$ cat src/rtl/wb_async_sram_ctrl.sv
// rtl/wb_async_sram_ctrl.sv - Wishbone classic slave for a bank of x8 asynchronous SRAMs
// Every SRAM strobe is registered and timed in whole clock cycles by one shared down-counter.
module wb_async_sram_ctrl #(
   parameter int DW       = 32,
   parameter int AW       = 17,
   parameter int RD_WAIT  = 1,
   parameter int WR_SETUP = 1,
   parameter int WR_PULSE = 2,
   parameter int WR_HOLD  = 1,
   parameter int TURN     = 1
) (
   input  logic              clk_i,
   input  logic              rst_ni,
   input  logic              wb_cyc_i,
   input  logic              wb_stb_i,
   input  logic              wb_we_i,
   input  logic [31:0]       wb_adr_i,
   input  logic [DW/8-1:0]   wb_sel_i,
   input  logic [DW-1:0]     wb_dat_i,
   output logic [DW-1:0]     wb_dat_o,
   output logic              wb_ack_o,
   output logic [AW-1:0]     sram_adr_o,
   output logic [DW-1:0]     sram_dat_o,
   input  logic [DW-1:0]     sram_dat_i,
   output logic              sram_dat_oe_o,
   output logic [DW/8-1:0]   sram_ce_n_o,
   output logic              sram_oe_n_o,
   output logic              sram_we_n_o
);
   localparam int NL = DW / 8;
   localparam int LS = $clog2(NL);
   localparam logic [3:0] RD_CNT = 4'(RD_WAIT);
   localparam logic [3:0] SU_CNT = 4'((WR_SETUP > 0) ? WR_SETUP - 1 : 0);
   localparam logic [3:0] PL_CNT = 4'((WR_PULSE > 0) ? WR_PULSE - 1 : 0);
   localparam logic [3:0] HD_CNT = 4'((WR_HOLD > 0) ? WR_HOLD - 1 : 0);
   // The ack cycle always sits in TURN, so TURN = 0 still spends one cycle there.
   localparam logic [3:0] TN_CNT = 4'((TURN > 0) ? TURN - 1 : 0);

   if (DW < 8 || DW % 8 != 0) begin : g_bad_dw
      $error("wb_async_sram_ctrl: DW must be a nonzero multiple of 8");
   end
   if (AW < 1 || AW + LS > 32) begin : g_bad_aw
      $error("wb_async_sram_ctrl: AW out of range");
   end
   if (RD_WAIT < 0 || RD_WAIT > 14) begin : g_bad_rd
      $error("wb_async_sram_ctrl: RD_WAIT must be 0..14");
   end
   if (WR_SETUP < 0 || WR_SETUP > 15) begin : g_bad_su
      $error("wb_async_sram_ctrl: WR_SETUP must be 0..15");
   end
   if (WR_PULSE < 1 || WR_PULSE > 15) begin : g_bad_pl
      $error("wb_async_sram_ctrl: WR_PULSE must be 1..15");
   end
   if (WR_HOLD < 0 || WR_HOLD > 15) begin : g_bad_hd
      $error("wb_async_sram_ctrl: WR_HOLD must be 0..15");
   end
   if (TURN < 0 || TURN > 15) begin : g_bad_tn
      $error("wb_async_sram_ctrl: TURN must be 0..15");
   end

   typedef enum logic [2:0] {S_IDLE, S_RD, S_WSU, S_WPL, S_WHD, S_TURN} state_t;

   state_t          state_q, state_d;
   logic [3:0]      cnt_q, cnt_d;
   logic            ack_q, ack_d;
   logic [DW-1:0]   rdat_q, rdat_d;
   logic [AW-1:0]   adr_q, adr_d;
   logic [DW-1:0]   dat_q, dat_d;
   logic            doe_q, doe_d;
   logic [NL-1:0]   ce_n_q, ce_n_d;
   logic            oe_n_q, oe_n_d;
   logic            we_n_q, we_n_d;
   logic            wr_done;
   logic            unused_adr;

   assign unused_adr = ^wb_adr_i;

   always_comb begin
      state_d = state_q;
      cnt_d   = cnt_q - 4'd1;
      ack_d   = 1'b0;
      rdat_d  = rdat_q;
      adr_d   = adr_q;
      dat_d   = dat_q;
      doe_d   = doe_q;
      ce_n_d  = ce_n_q;
      oe_n_d  = oe_n_q;
      we_n_d  = we_n_q;
      wr_done = 1'b0;
      case (state_q)
         S_IDLE: begin
            cnt_d = cnt_q;
            if (wb_cyc_i && wb_stb_i) begin
               adr_d = wb_adr_i[AW+LS-1:LS];
               if (wb_we_i) begin
                  ce_n_d = ~wb_sel_i;
                  doe_d  = 1'b1;
                  dat_d  = wb_dat_i;
                  if (WR_SETUP == 0) begin
                     state_d = S_WPL;
                     we_n_d  = 1'b0;
                     cnt_d   = PL_CNT;
                  end else begin
                     state_d = S_WSU;
                     cnt_d   = SU_CNT;
                  end
               end else begin
                  state_d = S_RD;
                  cnt_d   = RD_CNT;
                  ce_n_d  = '0;
                  oe_n_d  = 1'b0;
               end
            end
         end
         S_RD: if (cnt_q == 4'd0) begin
            rdat_d  = sram_dat_i;
            ack_d   = wb_cyc_i;
            ce_n_d  = '1;
            oe_n_d  = 1'b1;
            state_d = S_TURN;
            cnt_d   = TN_CNT;
         end
         S_WSU: if (cnt_q == 4'd0) begin
            we_n_d  = 1'b0;
            state_d = S_WPL;
            cnt_d   = PL_CNT;
         end
         S_WPL: if (cnt_q == 4'd0) begin
            we_n_d = 1'b1;
            if (WR_HOLD == 0) begin
               wr_done = 1'b1;
            end else begin
               state_d = S_WHD;
               cnt_d   = HD_CNT;
            end
         end
         S_WHD: if (cnt_q == 4'd0) wr_done = 1'b1;
         S_TURN: if (cnt_q == 4'd0) state_d = S_IDLE;
         default: state_d = S_IDLE;
      endcase
      // A dropped cyc only silences the ack; the SRAM cycle itself always runs to completion.
      if (wr_done) begin
         ack_d   = wb_cyc_i;
         ce_n_d  = '1;
         doe_d   = 1'b0;
         state_d = S_TURN;
         cnt_d   = TN_CNT;
      end
   end

   always_ff @(posedge clk_i or negedge rst_ni) begin
      if (!rst_ni) begin
         state_q <= S_IDLE;
         cnt_q   <= 4'd0;
         ack_q   <= 1'b0;
         rdat_q  <= '0;
         adr_q   <= '0;
         dat_q   <= '0;
         doe_q   <= 1'b0;
         ce_n_q  <= '1;
         oe_n_q  <= 1'b1;
         we_n_q  <= 1'b1;
      end else begin
         state_q <= state_d;
         cnt_q   <= cnt_d;
         ack_q   <= ack_d;
         rdat_q  <= rdat_d;
         adr_q   <= adr_d;
         dat_q   <= dat_d;
         doe_q   <= doe_d;
         ce_n_q  <= ce_n_d;
         oe_n_q  <= oe_n_d;
         we_n_q  <= we_n_d;
      end
   end

   assign wb_dat_o      = rdat_q;
   assign wb_ack_o      = ack_q;
   assign sram_adr_o    = adr_q;
   assign sram_dat_o    = dat_q;
   assign sram_dat_oe_o = doe_q;
   assign sram_ce_n_o   = ce_n_q;
   assign sram_oe_n_o   = oe_n_q;
   assign sram_we_n_o   = we_n_q;
endmodule

$ cat config.mk
export PLATFORM = sky130hd
export DESIGN_NAME = wb_async_sram_ctrl
export DESIGN_NICKNAME = d
export VERILOG_FILES = /design/src/rtl/wb_async_sram_ctrl.sv
export SDC_FILE = /design/constraint.sdc
export NUM_CORES = 1
export LEC_CHECK = 0
export ABC_AREA = 1
export CAP_MARGIN = 30
export CORE_MARGIN = 2
export CORE_UTILIZATION = 35
export CTS_CLUSTER_SIZE = 40
export DETAILED_ROUTE_END_ITERATION = 10
export PLACE_DENSITY = 0.7
export SLEW_MARGIN = 5
export SYNTH_ARGS = -nofsm -noshare
export SYNTH_HDL_FRONTEND = slang
export SYNTH_SLANG_ARGS = --single-unit
$ cat constraint.sdc
create_clock -name clk_i -period 1.56 [get_ports clk_i]
set_input_delay 0.312 -clock clk_i [delete_from_list [all_inputs] [get_ports clk_i]]
set_output_delay 0.312 -clock clk_i [all_outputs]
set_load 0.01 [all_outputs]
==> impl_metrics.json, run 1 <==
{
  "grt_first_pass_wirelength_mm": 18.1,
  "start_util_pct": 35.7,
  "synth_nets": 572,
  "finalSetupViolations": 0,
  "netlist_instances": 465,
  "hp-class": "in -> async",
  "final_cells": 806,
  "fmax_ghz": 0.654,
  "io_buffers": 178,
  "critPathMaxStageDelay_ns": 0.53,
  "p_switching_uw": 4640,
  "worstSetupEndpointType": "output port",
  "cp_max_fo": 2,
  "core-area_mm2": 0.0114,
  "die_area_mm2": 0.0125,
  "p_per_area_mw_per_mm2": 1890,
  "clockPowerShare_pct": 16.3,
  "num_vias": 3755,
  "final_antenna_net_count": 0,
  "ctsHtreeMaxLevel": 3,
  "worstPathArrival_ns": 1.22,
  "ios": 194,
  "clock_sinks": 96,
  "timing.final.crit_period_ns": 1.53,
  "max_slew_margin_pct": 73.3,
  "clk_latency_ns": 0.34,
  "internal-power_uw": 7700,
  "synth_cell_types": 28,
  "ys_seq_area_share_pct": 59.3,
  "cts-root-buf": "clkbuf_16",
  "critPathSlowestCell": "clkdlybuf4s50_1",
  "place_inst": 785,
  "via_per_inst": 4.66,
  "routed_wirelength_mm": 11.5,
  "grt_max_degree": 37,
  "critical-path-top-delay-family": "buffers and inverters",
  "synth_warnings": 0,
  "place.gp.congestion": 0.845,
  "drtIter0Drc": 249,
  "leakagePower_uw": 0.00373,
  "drive_above_1_share_pct": 10.3,
  "final_nets": 766,
  "first_pass_iters": 4,
  "cp-startpoint": "sram_dat_o[8]$_DFFE_PN0P_",
  "wl_per_cell_um": 14.3,
  "drt_drc_violations_left": 0,
  "required_ns": 1.25,
  "outcome": "completed",
  "ir_drop_v": 0.000917,
  "max_cap_viol_count": 0,
  "slew_viol_final": 0,
  "cts_tree": "done",
  "holdWs_ns": 0.353,
  "ys_ff_latch": 96,
  "combPwrFrac_pct": 48.0,
  "worstPathCellList": "clkdlybuf4s50_1",
  "reg2reg_from": "cnt_q[0]$_DFFE_PN0P_",
  "critical_path_buf_inv_count": 1,
  "sw_frac_of_total_pct": 37.6,
  "synthesis.area_mm2": 0.00406,
  "fin_worst_skew_ns": 0.00912,
  "antenna_found_initial": 0,
  "placed_cell_area_mm2": 0.00605,
  "groute.usage.overall_pct": 17.9,
  "cts_buffers": 9,
  "num-fill-cells": 993,
  "die_w_um": 112,
  "finalHoldViolCount": 0,
  "final_core_util_pct": 57.4,
  "totalPowerFinal_uw": 12300,
  "dp_hpwl_mm": 8.09,
  "cts_buffer_depth": 2,
  "finalCritPeriodShare_pct": 98.1,
  "crit_type": "reg -> out",
  "final_area_mm2": 0.00653,
  "grt_pass1_vias": 3697,
  "syn_to_final_growth_pct": 60.6,
  "avgSynthCellArea_um2": 8.74,
  "rows": 39,
  "max_slew.worst_pin.slew_ns": 0.399,
  "die_y_um": 112,
  "diodes": 0,
  "gr-total-overflow": 0,
  "critPathLaunchType": "flip-flop",
  "clk_pin_slew_ns": 0.06,
  "seq_power_share_pct": 35.7
}
## worst paths after layout
| kind | end | slack (ns) | cells past startpoint |
|---|---|---|---|
| setup / recovery | sram_dat_o[8] | 0.03 | 1 |
| hold / removal | sram_adr_o[13]$_DFFE_PN0P_ | 0.35 | 2 |
| setup reg to reg | wb_dat_o[7]$_DFFE_PN0P_ | 0.09 | 9 |
| hold reg to reg | sram_ce_n_o[1]$_DFFE_PN1P_ | 0.46 | 2 |
| max in group asynchronous | sram_ce_n_o[0]$_DFFE_PN1P_ | 0.54 | 3 |
| min in group clk_i | sram_ce_n_o[1]$_DFFE_PN1P_ | 0.46 | 2 |
## final cells by class
| cell class | count | area [um2] | share of cell area [%] |
|---|---|---|---|
| repair buffers | 203 | 2120 | 32.5 |
| clock inverters | 3 | 18.8 | 0.288 |
| multi-input cells | 336 | 1500 | 23.0 |
| clock buffers | 12 | 246 | 3.78 |
| well taps | 143 | 179 | 2.74 |
| inverters | 13 | 53.8 | 0.825 |
| flip-flops and latches | 96 | 2410 | 36.9 |
## cell families after synthesis
logic type      Yosys count  share of synthesized area [%]
compound gates           14                           1.88
fa+ha+maj                 2                          0.616
buf+inv                  33                           4.71
flops                    96                           59.3
simple gates            320                           33.5
## repair_timing
action | 4_1_cts | 5_1_grt
setup endpoints to repair | 32 | 82
buffers inserted | 1 | 2
gates resized for setup | 31 | 55
hold buffers | 1 | 0
hold endpoints to repair | 9 | 0
pin swaps | 1 | 4
cloned | 0 | 3
## layer usage
| metal | vias up | track usage, % | routed length [um] | share of wire, % |
|---|---|---|---|---|
| met5 | - | 0 | 0 | 0 |
| met4 | 0 | 5.51 | 179 | 1.6 |
| met3 | 14 | 5.17 | 866 | 7.5 |
| met2 | 146 | 28.9 | 5330 | 46 |
| met1 | 1746 | 23.4 | 5170 | 45 |
| li1 | 1849 | - | - | - |
## power groups by stage
stage               Sequential (uW)  Combinational, uW  Clock [uW]
floorplan                      4980               2290           0
global placement               4430               5960           0
detailed placement             4450               6120           0
CTS                            4430               5860        2060
global route                   4550               6530        2180
finish                         4400               5930        2010
## state kept, by name, indices dropped and copies added, names as in the netlist, 3 cells and up
signal       cells
sram_dat_o      32
wb_dat_o        32
sram_adr_o      17
cnt_q            4
sram_ce_n_o      4
state_q          3
## cells in the final DEF, fill, tap and decap left out, drive strengths merged
cell type	Yosys	final
buf	17	23
a31oi	1	1
dlygate4sd2	0	31
dfstp	6	6
or2	5	5
clkdlybuf4s50	0	103
nand3b	1	1
clkbuf	3	14
clkinv	0	3
dlymetal6s2s	0	43
inv	13	13
a21oi	6	6
dfrtp	90	90
nand3	65	65
o211ai	1	1
nand2	233	233
dlygate4sd3	0	1
o21ai	5	5
nor2	15	15
a21boi	1	1
nor3	1	1
ha	2	2
## cells in the mapped netlist
library cell  instances  share of area (%)
nand3b_1              1               0.18
nor2_1               11                1.0
nand3_2               1               0.25
buf_1                 1              0.092
o21ai_0               5               0.62
nand2_4               2               0.55
dfstp_2               6                3.9
nand3_1              64                7.9
inv_4                 2               0.31
buf_6                 6                1.7
a31oi_1               1               0.15
o211ai_1              1               0.18
nor3_1                1               0.12
ha_1                  2               0.62
a21boi_0              1               0.18
nor2_4                2               0.55
dfrtp_1              90                 55
nor2_2                1               0.15
inv_1                 9               0.83
buf_4                 2               0.37
inv_2                 2               0.18
a21oi_1               6               0.74
buf_2                 8               0.99
nand2_1             228                 21
or2_2                 5               0.77
clkbuf_1              3               0.28
nor2_8                1               0.49
nand2_2               3               0.46
## metrics by stage
stage / setup slack [ns] / setup TNS, ns
global placement: -0.0299 / -0.652
floorplan: 0.145 / 0
finish: 0.0301 / 0
detailed placement: -0.0603 / -1.36
CTS: -0.00638 / -0.00638
global route: -0.00253 / -0.00253
(Power assumes the default switching activity.)
==> run 2, diff against run 1 <==
ABC_AREA = unset   (was 1)
PLACE_DENSITY = 0.71   (was 0.7)
==> run 2 against run 1 <==
Compared with the run above: the run now ends with negative setup slack left; sequential power barely moved; synthesized cell count fell by 47%; critical path depth rose by 5; total power fell by 1.7%; critical endpoint is now wb_dat_o[6]$_DFFE_PN0P_; largest cell class unchanged; highest routed layer unchanged.
==> impl_metrics.json, run 2 <==
{
  "sw_frac_of_total_pct": 31.7,
  "clk_pin_slew_ns": 0.09,
  "synthArstFlopShare_pct": 100,
  "synthesis.area_mm2": 0.00388,
  "seq_power_share_pct": 36.2,
  "p_switching_uw": 3840,
  "num_vias": 2870,
  "critPathLaunchType": "flip-flop",
  "drive_above_1_share_pct": 36.9,
  "start_util_pct": 35.8,
  "timing.final.crit_period_ns": 1.75,
  "via_per_inst": 4.65,
  "num-fill-cells": 876,
  "cp_max_fo": 17,
  "drtIter0Drc": 131,
  "cts_buffers": 9,
  "layout_commonest_cell": "dfrtp_1",
  "worstPathCellList": "inv_2 > ha_4 > nand4bb_4 > or3_4 > buf_12 > mux2_4",
  "synth_most_common_cell": "dfrtp_1",
  "required_ns": 1.81,
  "io_buffers": 178,
  "die_y_um": 109,
  "slew_viol_final": 0,
  "cts-root-buf": "clkbuf_8",
  "cts_buffer_depth": 2,
  "holdWs_ns": 0.410,
  "wl_per_cell_um": 17.1,
  "hp-class": "in -> async",
  "syn_to_final_growth_pct": 73.4,
  "final_nets": 579,
  "final_area_mm2": 0.00674,
  "grt_first_pass_wirelength_mm": 16.0,
  "clk_latency_ns": 0.36,
  "yosysTopAreaCell": "dfrtp_1",
  "synth_top_area_share_pct": 58.0,
  "ys_seq_area_share_pct": 62.0,
  "avgSynthCellArea_um2": 15.8,
  "die_w_um": 109,
  "place.gp.congestion": 0.776,
  "core-area_mm2": 0.0108,
  "rsz0062_at_grt": "true",
  "rows": 38,
  "cts_tree": "done",
  "internal-power_uw": 8290,
  "leakagePower_uw": 0.00316,
  "finalSetupViolations": 71,
  "outcome": "finished, violations left",
  "ctsHtreeMaxLevel": 3,
  "clock_sinks": 96,
  "fmax_ghz": 0.572,
  "p_per_area_mw_per_mm2": 1800,
  "ys.flop_type": "dfrtp_1",
  "ios": 194,
  "crit_type": "reg -> reg",
  "finalHoldViolCount": 0,
  "max_cap_viol_count": 0,
  "gr-total-overflow": 0,
  "max_slew.worst_pin.slew_ns": 0.414,
  "fin_setup_tns_ns": -7.87,
  "synthTopCellsByArea": "dfrtp_1, mux2_2, mux2_4, dfstp_2, a2bb2oi_1",
  "final_antenna_net_count": 0,
  "combPwrFrac_pct": 49.9,
  "critPathSlowestCell": "dfrtp_1",
  "ir_drop_v": 0.000806,
  "antenna_found_initial": 0,
  "dp_hpwl_mm": 7.25,
  "synth_nets": 353,
  "synth_cell_types": 36,
  "die_area_mm2": 0.0120,
  "synth_common_cells": "dfrtp_1, mux2_2, mux2_4",
  "fin_worst_skew_ns": 0.0109,
  "finalCritPeriodShare_pct": 112,
  "routed_wirelength_mm": 10.6,
  "max_slew_margin_pct": 72.4,
  "placed_cell_area_mm2": 0.00608,
  "groute.usage.overall_pct": 17.8,
  "grt_pass1_vias": 3083,
  "critPathMaxStageDelay_ns": 0.40,
  "failed_checks": "negative setup slack",
  "fin_ws_ns": -0.187,
  "first_pass_iters": 4,
  "synth_edf_count": 0,
  "clockPowerShare_pct": 13.9,
  "netlist_instances": 246,
  "drt_drc_violations_left": 0,
  "grt_max_degree": 32,
  "layout_common_cells": "dfrtp_1, clkdlybuf4s50_1, dlygate4sd2_1",
  "worstPathArrival_ns": 2.00,
  "diodes": 0,
  "ys_ff_latch": 96,
  "worstSetupEndpointType": "flip-flop",
  "synth_warnings": 0
}
## run 2: final cells by class
class | count | area, um2 | area share, %
flip-flops and latches | 96 | 2410 | 35.8
repair buffers | 227 | 2280 | 33.8
multi-input cells | 134 | 1650 | 24.5
well taps | 140 | 175 | 2.60
clock buffers | 10 | 138 | 2.04
clock inverters | 6 | 67.6 | 1.00
inverters | 4 | 15.0 | 0.223
## run 2: kinds of logic (layout without fill, tap and decap cells)
kind of cell             Yosys count  count (layout)  share of synthesized area [%]
flip-flops                        96              96                           62.0
multiplexers                      81              81                           26.2
AND/OR/NAND/NOR                   25              25                           3.96
AO/OA/AOI/OAI                     24              24                           4.25
buffers and inverters             16             247                           2.42
adder cells (fa/ha/maj)            3               3                          0.902
XOR/XNOR                           1               1                          0.226
## run 2: what timing repair did
action                                  in CTS  in global routing
gates cloned                                 4                  2
resized for setup                          142                 27
endpoints found under the setup margin     177                 97
hold buffers                                 1                  0
endpoints found under the hold margin       27                  0
pin swaps                                    2                 11
buffers inserted                             6                  9
## run 2: metrics by stage
step | std cells | setup slack (ns) | util [%] | power [uW]
3_3_place_gp | 582 | -0.266 | 56.1 | 10300
4_1_cts | 609 | -0.210 | 60.5 | 12000
2_1_floorplan | 246 | -0.215 | - | 7190
5_1_grt | 617 | -0.247 | 62.1 | 12900
3_5_place_dp | 582 | -0.325 | 56.1 | 10500
6_report | 617 | -0.187 | 62.1 | 12100
## run 2: worst paths after layout
kind | slack, ns | cells past startpoint | endpoint | start
worst max register to register | -0.19 | 6 | wb_dat_o[6]$_DFFE_PN0P_ | cnt_q[0]$_DFFE_PN0P_
min in group clk_i | 0.49 | 2 | sram_we_n_o$_DFFE_PN1P_ | sram_we_n_o$_DFFE_PN1P_
max in group asynchronous | 0.56 | 3 | sram_dat_o[23]$_DFFE_PN0P_ | rst_ni
worst max-delay path | -0.19 | 6 | wb_dat_o[6]$_DFFE_PN0P_ | cnt_q[0]$_DFFE_PN0P_
worst min-delay path | 0.41 | 2 | wb_dat_o[3]$_DFFE_PN0P_ | rst_ni
worst min register to register | 0.49 | 2 | sram_we_n_o$_DFFE_PN1P_ | sram_we_n_o$_DFFE_PN1P_
## run 2: power by group through the flow
stage | Combinational (uW) | Clock (uW) | Sequential, uW
after detailed placement | 6050 | 0 | 4450
after global routing | 6480 | 1860 | 4560
final | 6060 | 1690 | 4390
after floorplan | 2220 | 0 | 4970
after global placement | 5910 | 0 | 4390
after CTS | 5840 | 1750 | 4400
## run 2: critical path: cells and delay by family, from the launching register on
| family | cells | cell delay, ns |
|---|---|---|
| flip-flops | 1 | 0.40 |
| AND/OR/NAND/NOR | 2 | 0.50 |
| multiplexers | 1 | 0.31 |
| adder cells (fa/ha/maj) | 1 | 0.15 |
| buffers and inverters | 2 | 0.27 |
## run 2: metal layers
| metal | part of all wire (%) | vias to the layer above | routed length, um | global-route usage (%) |
|---|---|---|---|---|
| met5 | 0 | - | 0 | 0 |
| met4 | 1.9 | 0 | 202 | 7.32 |
| met3 | 6.1 | 14 | 647 | 4.92 |
| met2 | 51 | 93 | 5350 | 30.5 |
| met1 | 41 | 1433 | 4360 | 21.0 |
| li1 | - | 1330 | - | - |
==> run 3, diff against run 2 <==
CAP_MARGIN = 40   (was 30)
==> results of run 3 <==
Final layout, timing and power as in run 2 (identical DEF).
